**config.mk**
```make
export PLATFORM = sky130hd
export DESIGN_NAME = pkt_tx_fifo
export DESIGN_NICKNAME = d
export VERILOG_FILES = /design/src/rtl/pkt_tx_fifo.sv
export SDC_FILE = /design/constraint.sdc
export NUM_CORES = 1
export LEC_CHECK = 0
export CORE_AREA = 2 2 150 152
export DETAILED_ROUTE_END_ITERATION = 16
export DIE_AREA = 0 0 152 154
export GPL_TIMING_DRIVEN = 0
export PLACE_DENSITY_LB_ADDON = 0.15
export SLEW_MARGIN = 30
export SYNTH_ARGS = -nofsm -noshare
export SYNTH_HDL_FRONTEND = slang
export SYNTH_SLANG_ARGS = --single-unit
```
**constraint.sdc**
```tcl
create_clock -name clk -period 6.2 [get_ports clk]
set_input_delay 0.93 -clock clk [delete_from_list [all_inputs] [get_ports clk]]
set_output_delay 0.93 -clock clk [all_outputs]
set_load 0.01 [all_outputs]
```
**src/rtl/pkt_tx_fifo.sv**
```systemverilog
// Transmit-side packet FIFO, first-word-fall-through, with occupancy flags
// and sticky overflow/underflow error reporting. All outputs are registered.
module pkt_tx_fifo #(
  parameter int PK_W       = 32,
  parameter int DEPTH_LOG2 = 3,
  parameter int AF_LEVEL   = 6
) (
  input  logic                  clk,
  input  logic                  rst,
  input  logic                  wr_en,
  input  logic [PK_W-1:0]       wr_data,
  output logic                  full,
  output logic                  almost_full,
  input  logic                  read_req,
  output logic [PK_W-1:0]       packet_out,
  output logic                  buffer_empty,
  output logic [DEPTH_LOG2:0]   level,
  input  logic                  clr_err,
  output logic                  overflow,
  output logic                  underflow
);

  localparam int LW = DEPTH_LOG2 + 1;
  localparam logic [LW-1:0] DEPTH_LVL = LW'(1 << DEPTH_LOG2);
  localparam logic [LW-1:0] AF_LVL    = LW'(AF_LEVEL);
  localparam logic [DEPTH_LOG2-1:0] PTR_ONE = DEPTH_LOG2'(1);

  logic [PK_W-1:0]       mem_r [1 << DEPTH_LOG2];
  logic [DEPTH_LOG2-1:0] rd_ptr_r;
  logic [DEPTH_LOG2-1:0] wr_ptr_r;

  logic                  pop_ok_s;
  logic                  push_ok_s;
  logic                  ovf_evt_s;
  logic                  unf_evt_s;
  logic [DEPTH_LOG2-1:0] rd_ptr_nxt_s;
  logic [LW-1:0]         level_nxt_s;
  logic [PK_W-1:0]       head_nxt_s;

  // Next-state decode: handshakes, error events and the head word after this edge
  always_comb begin
    pop_ok_s     = read_req & ~buffer_empty;
    push_ok_s    = wr_en & (~full | pop_ok_s);
    ovf_evt_s    = wr_en & full & ~pop_ok_s;
    unf_evt_s    = read_req & buffer_empty;
    rd_ptr_nxt_s = pop_ok_s ? (rd_ptr_r + PTR_ONE) : rd_ptr_r;
    level_nxt_s  = level + LW'(push_ok_s) - LW'(pop_ok_s);
    head_nxt_s   = '0;
    // The word being written becomes the head when the read pointer lands on it.
    if (level_nxt_s == '0) begin
      head_nxt_s = '0;
    end else if (push_ok_s && (rd_ptr_nxt_s == wr_ptr_r)) begin
      head_nxt_s = wr_data;
    end else begin
      head_nxt_s = mem_r[rd_ptr_nxt_s];
    end
  end

  // Storage array write port; contents need no reset
  always_ff @(posedge clk) begin
    if (!rst && push_ok_s) begin
      mem_r[wr_ptr_r] <= wr_data;
    end
  end

  // Pointers, occupancy, registered flags, head word and sticky errors
  always_ff @(posedge clk) begin
    if (rst) begin
      rd_ptr_r     <= '0;
      wr_ptr_r     <= '0;
      level        <= '0;
      full         <= 1'b0;
      almost_full  <= 1'b0;
      buffer_empty <= 1'b1;
      packet_out   <= '0;
      overflow     <= 1'b0;
      underflow    <= 1'b0;
    end else begin
      rd_ptr_r     <= rd_ptr_nxt_s;
      if (push_ok_s) begin
        wr_ptr_r <= wr_ptr_r + PTR_ONE;
      end
      level        <= level_nxt_s;
      full         <= (level_nxt_s == DEPTH_LVL);
      almost_full  <= (level_nxt_s >= AF_LVL);
      buffer_empty <= (level_nxt_s == '0);
      packet_out   <= head_nxt_s;
      overflow     <= ovf_evt_s | (overflow & ~clr_err);
      underflow    <= unf_evt_s | (underflow & ~clr_err);
    end
  end

endmodule

```
Word-level counts from Yosys, hierarchy flattened --
Memories as Yosys holds them, arrays and structs flattened. A register that Yosys moved wholly into a read port is not among the register bits. Cells that the tools add are included.
Word-level totals: input bits 37, register bits 15, memories 1, word-level logic and storage cells 36, bits in writable memories 256
Cells by class: reductions and logical operators 4, equality and inequality tests 1, muxes and demuxes 3, order comparisons 1, bitwise logic cells 14, $add $sub $neg 4
Memory list:
- mem_r | depth 8, bits a word 32, rd ports 1, clocked after Yosys merged registers in 1, write ports 1, RTL line 28 | logic [PK_W-1:0] mem_r [1 << DEPTH_LOG2];
Operator list (number):
- AND 1 bit | 7
- adder 3 x 1 -> 3 bit, second input constant | 2
- adder 4 x 1 -> 4 bit | 1
- equality test 4 bit, second input constant | 1
- greater-or-equal comparator 4 x 3 -> 1 bit, second input constant | 1
- zero test 4 bit | 1
- NOT 1 bit | 4
- subtractor 4 x 1 -> 4 bit | 1
- two-way mux 3 bit | 1
- bitwise OR 1 bit | 3
- two-way mux 1 bit | 2
- OR reduction 2 bit | 1
- logical AND 1 bit | 1
- zero test 1 bit | 1

Depth between registers and ports, before layout --
Gate-level depths: netlist (run 1).
depth in word-level cells 8, gate-level depth with buffers 18, mapped depth without buffers 14

Least setup slack after synthesis (run 1) --
OpenSTA, ideal clock, no wires.
kind in2reg, start point in read_req, end point mem mem_r[1][0], enable pin, library setup time 461 ps, arrival time 3810 ps, slack 1929 ps, path buffers 1, stages on the path 5, cell sequence nand2b_1 buf_6 a211oi_1 nand2_1 nor3_1
On the way: longest elaborated chain between the ends 6
RTL lines:
- from (decl) | RTL line 14 | input logic read_req,
- AND 1 bit | RTL line 42 | pop_ok_s = read_req & ~buffer_empty;
- bitwise OR 1 bit | RTL line 43 | push_ok_s = wr_en & (~full | pop_ok_s);
- AND 1 bit | RTL line 43
- logical AND 1 bit | RTL line 61 | if (!rst && push_ok_s) begin
- two-way mux 1 bit | RTL line 61
- two-way mux 1 bit (not written as such) | RTL line 62 | mem_r[wr_ptr_r] <= wr_data;
- to (decl) | RTL line 28
No other way between the ends.

Worst setup path after layout (run 1) --
start point in read_req, end point reg packet_out[25], read port of mem_r
On the way: longest elaborated chain between the ends 7
RTL lines:
- AND 1 bit * | RTL line 42
- bitwise OR 1 bit | RTL line 43
- AND 1 bit | RTL line 43
- adder 4 x 1 -> 4 bit | RTL line 47 | level_nxt_s = level + LW'(push_ok_s) - LW'(pop_ok_s);
- subtractor 4 x 1 -> 4 bit | RTL line 47
- zero test 4 bit | RTL line 50 | if (level_nxt_s == '0) begin
- OR reduction 2 bit (no source line)
- to (decl) | RTL line 15 | output logic [PK_W-1:0] packet_out,
Mark *: on every way between the ends. The rest lies on a longest branch, timed or not. A chain may end at the register's enable or synchronous reset.

==> results.sh, run 1 <==
export IMPL_r2r_end="packet_out[25]"
export IMPL_avgSynthCellArea_um2=11.6
export IMPL_grt_util_all_layers=0.340
export IMPL_p_leak_nw=5.33
export IMPL_vias=11300
export IMPL_final_common_cell="edfxtp_1"
export IMPL_hold_buffers=0
export IMPL_grt_pass1_wl_um=62100
export IMPL_synth_top_cells_by_area="edfxtp_1, dfxtp_1, a211oi_1, nand2_1, o21ai_0"
export IMPL_final_nets=1372
export IMPL_grt_pass1_vias=11300
export IMPL_relSlewSlack=0.333
export IMPL_synth_top_cell_area_share=0.553
export IMPL_min_path_type="register to register"
export IMPL_finalMaxSlewViolations=0
export IMPL_numCtsBuffers=31
export IMPL_postCtsResizedCells=0
export IMPL_rr_worst_depth=18
export IMPL_final_util=0.757
export IMPL_hold_depth=2
export IMPL_worstPathRequired_ns=6.62
export IMPL_die_area_mm2=0.0234
export IMPL_vdd_drop_max_mv=0.303
export IMPL_regArea_mm2=0.00863
export IMPL_finalCritPeriodShare=0.833
export IMPL_final_cell_mix="edfxtp_1, nand2_1, o21ai_0, a211oi_1, clkbuf_1"
export IMPL_layout_cells_non_filler=1632
export IMPL_arrival_ns=5.58
export IMPL_postRouteAntennaNets=0
export IMPL_hpwl_um=26600
export IMPL_gr_total_overflow=0
export IMPL_max_freq_mhz=194
export IMPL_die_w_um=152
export IMPL_die_y_um=154
export IMPL_r2r_slack_ns=1.47
export IMPL_crit_fanout=10
export IMPL_wl_um=40800
export IMPL_rows=54
export IMPL_tritoncts="done"
export IMPL_synth_top_area_cell="edfxtp_1"
export IMPL_yosys_cell_types_count=44
export IMPL_seq_area_frac_synth=0.620
export IMPL_status="complete, no violations"
export IMPL_multi_input_area_mm2=0.00466
export IMPL_io_buffers=77
export IMPL_avgRoutedWirePerCell_um=25.0
export IMPL_setup_ws_ns=1.04
export IMPL_hold_viol_final=0
export IMPL_root_buffer="clkbuf_16"
export IMPL_p_per_area_mw_per_mm2=425
export IMPL_timing_hold_ws_ns=0.502
export IMPL_cts_setup_buffers=0
export IMPL_path_cells="clkdlybuf4s50_1, nand2b_1, buf_6, buf_2, buf_1, nand2_1, nand2_1, ha_1, inv_1, ha_1, inv_1, fa_1, nor2b_1, nand3_1, mux2i_1, or2_2, or2_1, buf_2, o21ai_1"
export IMPL_yosysWarnings=0
export IMPL_finalClockSkew_ns=0.0134
export IMPL_whs_endpoint="underflow"
export IMPL_slowest_stage="buf_1"
export IMPL_worst_pin_slew_ns=1.00
export IMPL_start_util=0.641
export IMPL_syn_inst=1201
export IMPL_h_tree_depth=1
export IMPL_layout_drive_gt1_share=0.0976
export IMPL_viasPerCell=6.92
export IMPL_cap_violations=0
export IMPL_synth_compound_area_share=0.210
export IMPL_diodes=0
export IMPL_syn_to_final_growth_pct=18.0
export IMPL_power_w=0.00697
export IMPL_start_kind="input port"
export IMPL_ioPinCount=78
export IMPL_crit_path_end_kind="register"
export IMPL_cts_max_path_buffers=3
export IMPL_finalCriticalPeriod_ns=5.16
export IMPL_synth_area_mm2=0.0139
export IMPL_gp_congestion=0.886
export IMPL_cp_num_buf_inv=7
export IMPL_clk_pin_slew_ns=0.06
export IMPL_r2r_start="buffer_empty"
export IMPL_slowest_delay_ns=0.56
export IMPL_rsz0062_at_grt="false"
export IMPL_clkLatencyLatePin_ns=0.56
export IMPL_antenna_found_initial=0
export IMPL_cp_top_family="buffers and inverters"
export IMPL_synthAdderAreaFrac=0.00684
export IMPL_synthXorXnorAreaFrac=0.0108
export IMPL_clock_sinks=303
export IMPL_ys_ff_latch=303
export IMPL_dp_slack_ns=0.572
export IMPL_grt_max_degree=19
export IMPL_min_from="underflow"
export IMPL_yosys_area_share_simple=0.101
export IMPL_drc=0
export IMPL_coreArea_mm2=0.0217
export IMPL_drt_iter0_drc=2020
export IMPL_n_fill_cell=1388
export IMPL_syn_nets=1245
export IMPL_finalSetupViolations=0
export IMPL_synthMuxAreaShare=0.00234
export IMPL_synth_top_family_by_area="compound AO/OA/AOI/OAI gates"
export IMPL_dr_pass1_iters=7
export IMPL_place_inst=1575
export IMPL_crit_type="input port to register"
[how the worst max path moves through the flow]
stage               startpoint              to  slack (ns)  cells past startpoint
floorplan             read_req     mem_r[1][0]        1.93                      5
global placement      read_req    mem_r[1][21]       -0.71                      6
detailed placement    read_req  packet_out[25]        0.57                     19
CTS                   read_req  packet_out[25]        1.13                     19
global route          read_req  packet_out[25]        0.75                     19
finish                read_req  packet_out[25]        1.04                     19
[cell type report]
cell class              count  area share
plain buffers             113      0.0315
clock buffers              52      0.0594
clock inverters             5     0.00458
inverters                  43     0.00999
multi-input cells         742       0.284
flip-flops and latches    303       0.526
well taps                 280      0.0214
repair buffers             94      0.0635
[sequential cells by signal (all words and copies together), names as in the netlist]
register	flops
almost_full	1
buffer_empty	1
full	1
level	4
mem_r	256
overflow	1
packet_out	32
rd_ptr_r	3
underflow	1
wr_ptr_r	3
[cells by family (layout without fill, tap and decap cells)]
| kind of cell | Yosys count | in the layout |
|---|---|---|
| compound gates | 424 | 424 |
| xor+xnor | 13 | 13 |
| fa+ha+maj | 7 | 7 |
| buf+inv | 156 | 307 |
| flops | 303 | 303 |
| mux | 2 | 2 |
| simple gates | 296 | 296 |
[synth_stat cells (all sizes together)]
library cell and number:
o41ai 1, a21oi 35, and3 1, nand3 67
nor2b 3, nand2b 36, xnor2 6, nand4 31
buf 33, ha 6, o22ai 31, o211ai 33
inv 43, nor2 17, a221oi 33, a211oi 96
xor2 6, a32oi 1, fa 1, xnor3 1
o21ai 129, mux2i 2, o31ai 32, edfxtp 256
clkbuf 80, a21o 1, a22oi 32, dfxtp 47
nor4 1, and3b 1, nand2 134, or2 2
nor3 3
[tightest hold or removal path, delay by kind of cell, from the launching register on]
kind / cells / cell delay, ns
AND/OR/NAND/NOR: 1 / 0.08
AO/OA/AOI/OAI: 1 / 0.07
flip-flops: 1 / 0.32
[report_power, final]
part	internal (W)	switching [W]
clock network	0.00114	0.000762
registers	0.00239	0.0000705
logic	0.000917	0.00169
[layer usage]
layer | global-route usage | vias up | wire (um)
met5 | 0 | - | 0
met4 | 0.140 | 0 | 1600
met3 | 0.0581 | 155 | 4950
met2 | 0.562 | 905 | 19600
met1 | 0.452 | 5332 | 14700
li1 | - | 4897 | -
[through the flow]
step,area (um2),TNS [ns]
6_report,16400,0
5_1_grt,16400,0
4_1_cts,16400,0
3_5_place_dp,15400,0
3_3_place_gp,15000,-40.50
2_1_floorplan,13900,0
(Power assumes the default switching activity.)
==> inputs of run 2 (changes only) <==
--- a/config.mk
+++ b/config.mk
@@ -5,9 +5,9 @@
 export SDC_FILE = /design/constraint.sdc
 export NUM_CORES = 1
 export LEC_CHECK = 0
-export CORE_AREA = 2 2 150 152
+export CORE_AREA = 2 2 164 166
 export DETAILED_ROUTE_END_ITERATION = 16
-export DIE_AREA = 0 0 152 154
+export DIE_AREA = 0 0 166 168
 export GPL_TIMING_DRIVEN = 0
 export PLACE_DENSITY_LB_ADDON = 0.15
 export SLEW_MARGIN = 30
==> constraint.sdc (replaced) <==
create_clock -name clk -period 4.35 [get_ports clk]
set_input_delay 0.6525 -clock clk [delete_from_list [all_inputs] [get_ports clk]]
set_output_delay 0.6525 -clock clk [all_outputs]
set_load 0.01 [all_outputs]
==> run 2 against run 1 <==
  * Cell count grew 3.5%
  * Count of clock-buffer cells in the layout decreased by 13
  * Power is 40% higher
  * Flip-flop and latch count stayed put
  * Critical path depth fell by 2
  * Register-to-register slack worse by 1.0 ns
  * Hold slack lost 0.010 ns
  * Clock power rose by 31%
==> results.sh, run 2 (synthesized netlist as in run 1, its figures left out) <==
export IMPL_coreArea_mm2=0.0264
export IMPL_die_y_um=168
export IMPL_rsz0062_at_grt="false"
export IMPL_r2r_slack_ns=0.43
export IMPL_diodes=0
export IMPL_min_path_type="register to register"
export IMPL_gr_total_overflow=0
export IMPL_n_fill_cell=2106
export IMPL_rr_worst_depth=16
export IMPL_finalMaxSlewViolations=0
export IMPL_r2r_start="buffer_empty"
export IMPL_ioPinCount=78
export IMPL_largest_reg_flops=256
export IMPL_antenna_found_initial=0
export IMPL_place_inst=1635
export IMPL_crit_path_end_kind="register"
export IMPL_clkLatencyLatePin_ns=0.57
export IMPL_max_freq_mhz=245
export IMPL_hold_viol_final=0
export IMPL_vdd_drop_max_mv=0.411
export IMPL_cap_violations=0
export IMPL_use_met3=0.0397
export IMPL_die_w_um=166
export IMPL_arrival_ns=4.51
export IMPL_status="complete, no violations"
export IMPL_r2r_end="packet_out[16]"
export IMPL_start_util=0.528
export IMPL_start_kind="input port"
export IMPL_final_common_cell="edfxtp_1"
export IMPL_met1_usage=0.394
export IMPL_viasPerCell=6.54
export IMPL_worstPathRequired_ns=4.78
export IMPL_vias=11000
export IMPL_drc=0
export IMPL_h_tree_depth=1
export IMPL_p_per_area_mw_per_mm2=596
export IMPL_finalCriticalPeriod_ns=4.07
export IMPL_layout_cells_non_filler=1689
export IMPL_grt_util_all_layers=0.289
export IMPL_final_util=0.620
export IMPL_dr_pass1_iters=6
export IMPL_largest_register="mem_r"
export IMPL_io_buffers=77
export IMPL_finalClockSkew_ns=0.0182
export IMPL_clock_sinks=303
export IMPL_grt_busiest_layer="met2"
export IMPL_avgRoutedWirePerCell_um=24.7
export IMPL_p_leak_nw=5.25
export IMPL_tritoncts="done"
export IMPL_grt_max_degree=20
export IMPL_largestRegisters="mem_r x256, packet_out x32, level x4"
export IMPL_grt_pass1_vias=10900
export IMPL_hpwl_um=27400
export IMPL_whs_endpoint="overflow"
export IMPL_grt_use_met2=0.473
export IMPL_root_buffer="clkbuf_16"
export IMPL_final_nets=1368
export IMPL_regArea_mm2=0.00863
export IMPL_worst_pin_slew_ns=1.02
export IMPL_grt_pass1_wl_um=62500
export IMPL_crit_fanout=27
export IMPL_drt_iter0_drc=1212
export IMPL_crit_type="input port to register"
export IMPL_layout_drive_gt1_share=0.0927
export IMPL_finalSetupViolations=0
export IMPL_rows=60
export IMPL_relSlewSlack=0.321
export IMPL_postRouteAntennaNets=0
export IMPL_gp_congestion=0.880
export IMPL_final_cell_mix="edfxtp_1, nand2_1, o21ai_0, a211oi_1, clkbuf_1"
export IMPL_clk_pin_slew_ns=0.06
export IMPL_syn_to_final_growth_pct=17.4
export IMPL_hold_depth=2
export IMPL_multi_input_area_mm2=0.00466
export IMPL_wl_um=41700
export IMPL_cts_setup_buffers=0
export IMPL_die_area_mm2=0.0279
export IMPL_numCtsBuffers=31
export IMPL_finalCritPeriodShare=0.936
export IMPL_cts_max_path_buffers=3
export IMPL_min_from="overflow"
run 2: layout make-up:
type / count / area share
buffer: 110 / 0.0313
clock buffer: 39 / 0.0499
clock inverter: 18 / 0.00689
inverter: 43 / 0.0100
multi-input combinational: 742 / 0.285
sequential: 303 / 0.528
tap: 341 / 0.0261
timing repair buffer: 93 / 0.0621
run 2: through the flow:
stage	setup WS, ns	hold slack (ns)	TNS, ns	instance area, um2	power [W]
global route	0.136	0.559	0	16300	0.0101
CTS	0.0202	0.497	0	16300	0.00966
detailed placement	-1.08	0.482	-31.52	15400	0.00721
global placement	-2.55	0.482	-298.20	15100	0.00711
finish	0.277	0.492	0	16300	0.00974
floorplan	0.357	0.519	0	13900	0.00579
run 2: worst max path at each step:
| stage | start | endpoint | slack [ns] | depth (start not counted) |
|---|---|---|---|---|
| 3_3_place_gp | read_req | mem_r[1][24] | -2.55 | 6 |
| 4_1_cts | read_req | packet_out[23] | 0.02 | 18 |
| 6_report | read_req | packet_out[16] | 0.28 | 17 |
| 5_1_grt | read_req | packet_out[23] | 0.14 | 17 |
| 2_1_floorplan | read_req | mem_r[1][0] | 0.36 | 5 |
| 3_5_place_dp | read_req | packet_out[27] | -1.08 | 19 |
run 2: power breakdown:
group          internal [W]  total, W  switching [W]
combinational       0.00132   0.00375        0.00243
sequential          0.00341   0.00350      0.0000986
clock               0.00138   0.00248        0.00110
run 2: critical path, cell delays in order:
cell and delay [ns]:
clkdlybuf4s50_1 0.50, nand2b_1 0.08, buf_6 0.20, inv_4 0.13, buf_6 0.24, ha_1 0.27
inv_1 0.06, ha_1 0.15, inv_1 0.06, fa_1 0.57, nor2b_1 0.25, nand3_1 0.14
mux2i_2 0.29, or2_2 0.20, or2_1 0.28, clkbuf_4 0.32, o21ai_1 0.11
run 2: what timing repair did:
| item | CTS | global route |
|---|---|---|
| hold buffers | 0 | 0 |
| setup endpoints to repair | 32 | 30 |
| resized for setup | 2 | 4 |
run 2: per-layer routing:
layer | vias to the layer above | wire (um) | share of wire
li1 | 4892 | - | -
met1 | 5341 | 16600 | 0.40
met2 | 693 | 19700 | 0.47
met3 | 113 | 4140 | 0.099
met4 | 0 | 1240 | 0.030
met5 | - | 0 | 0
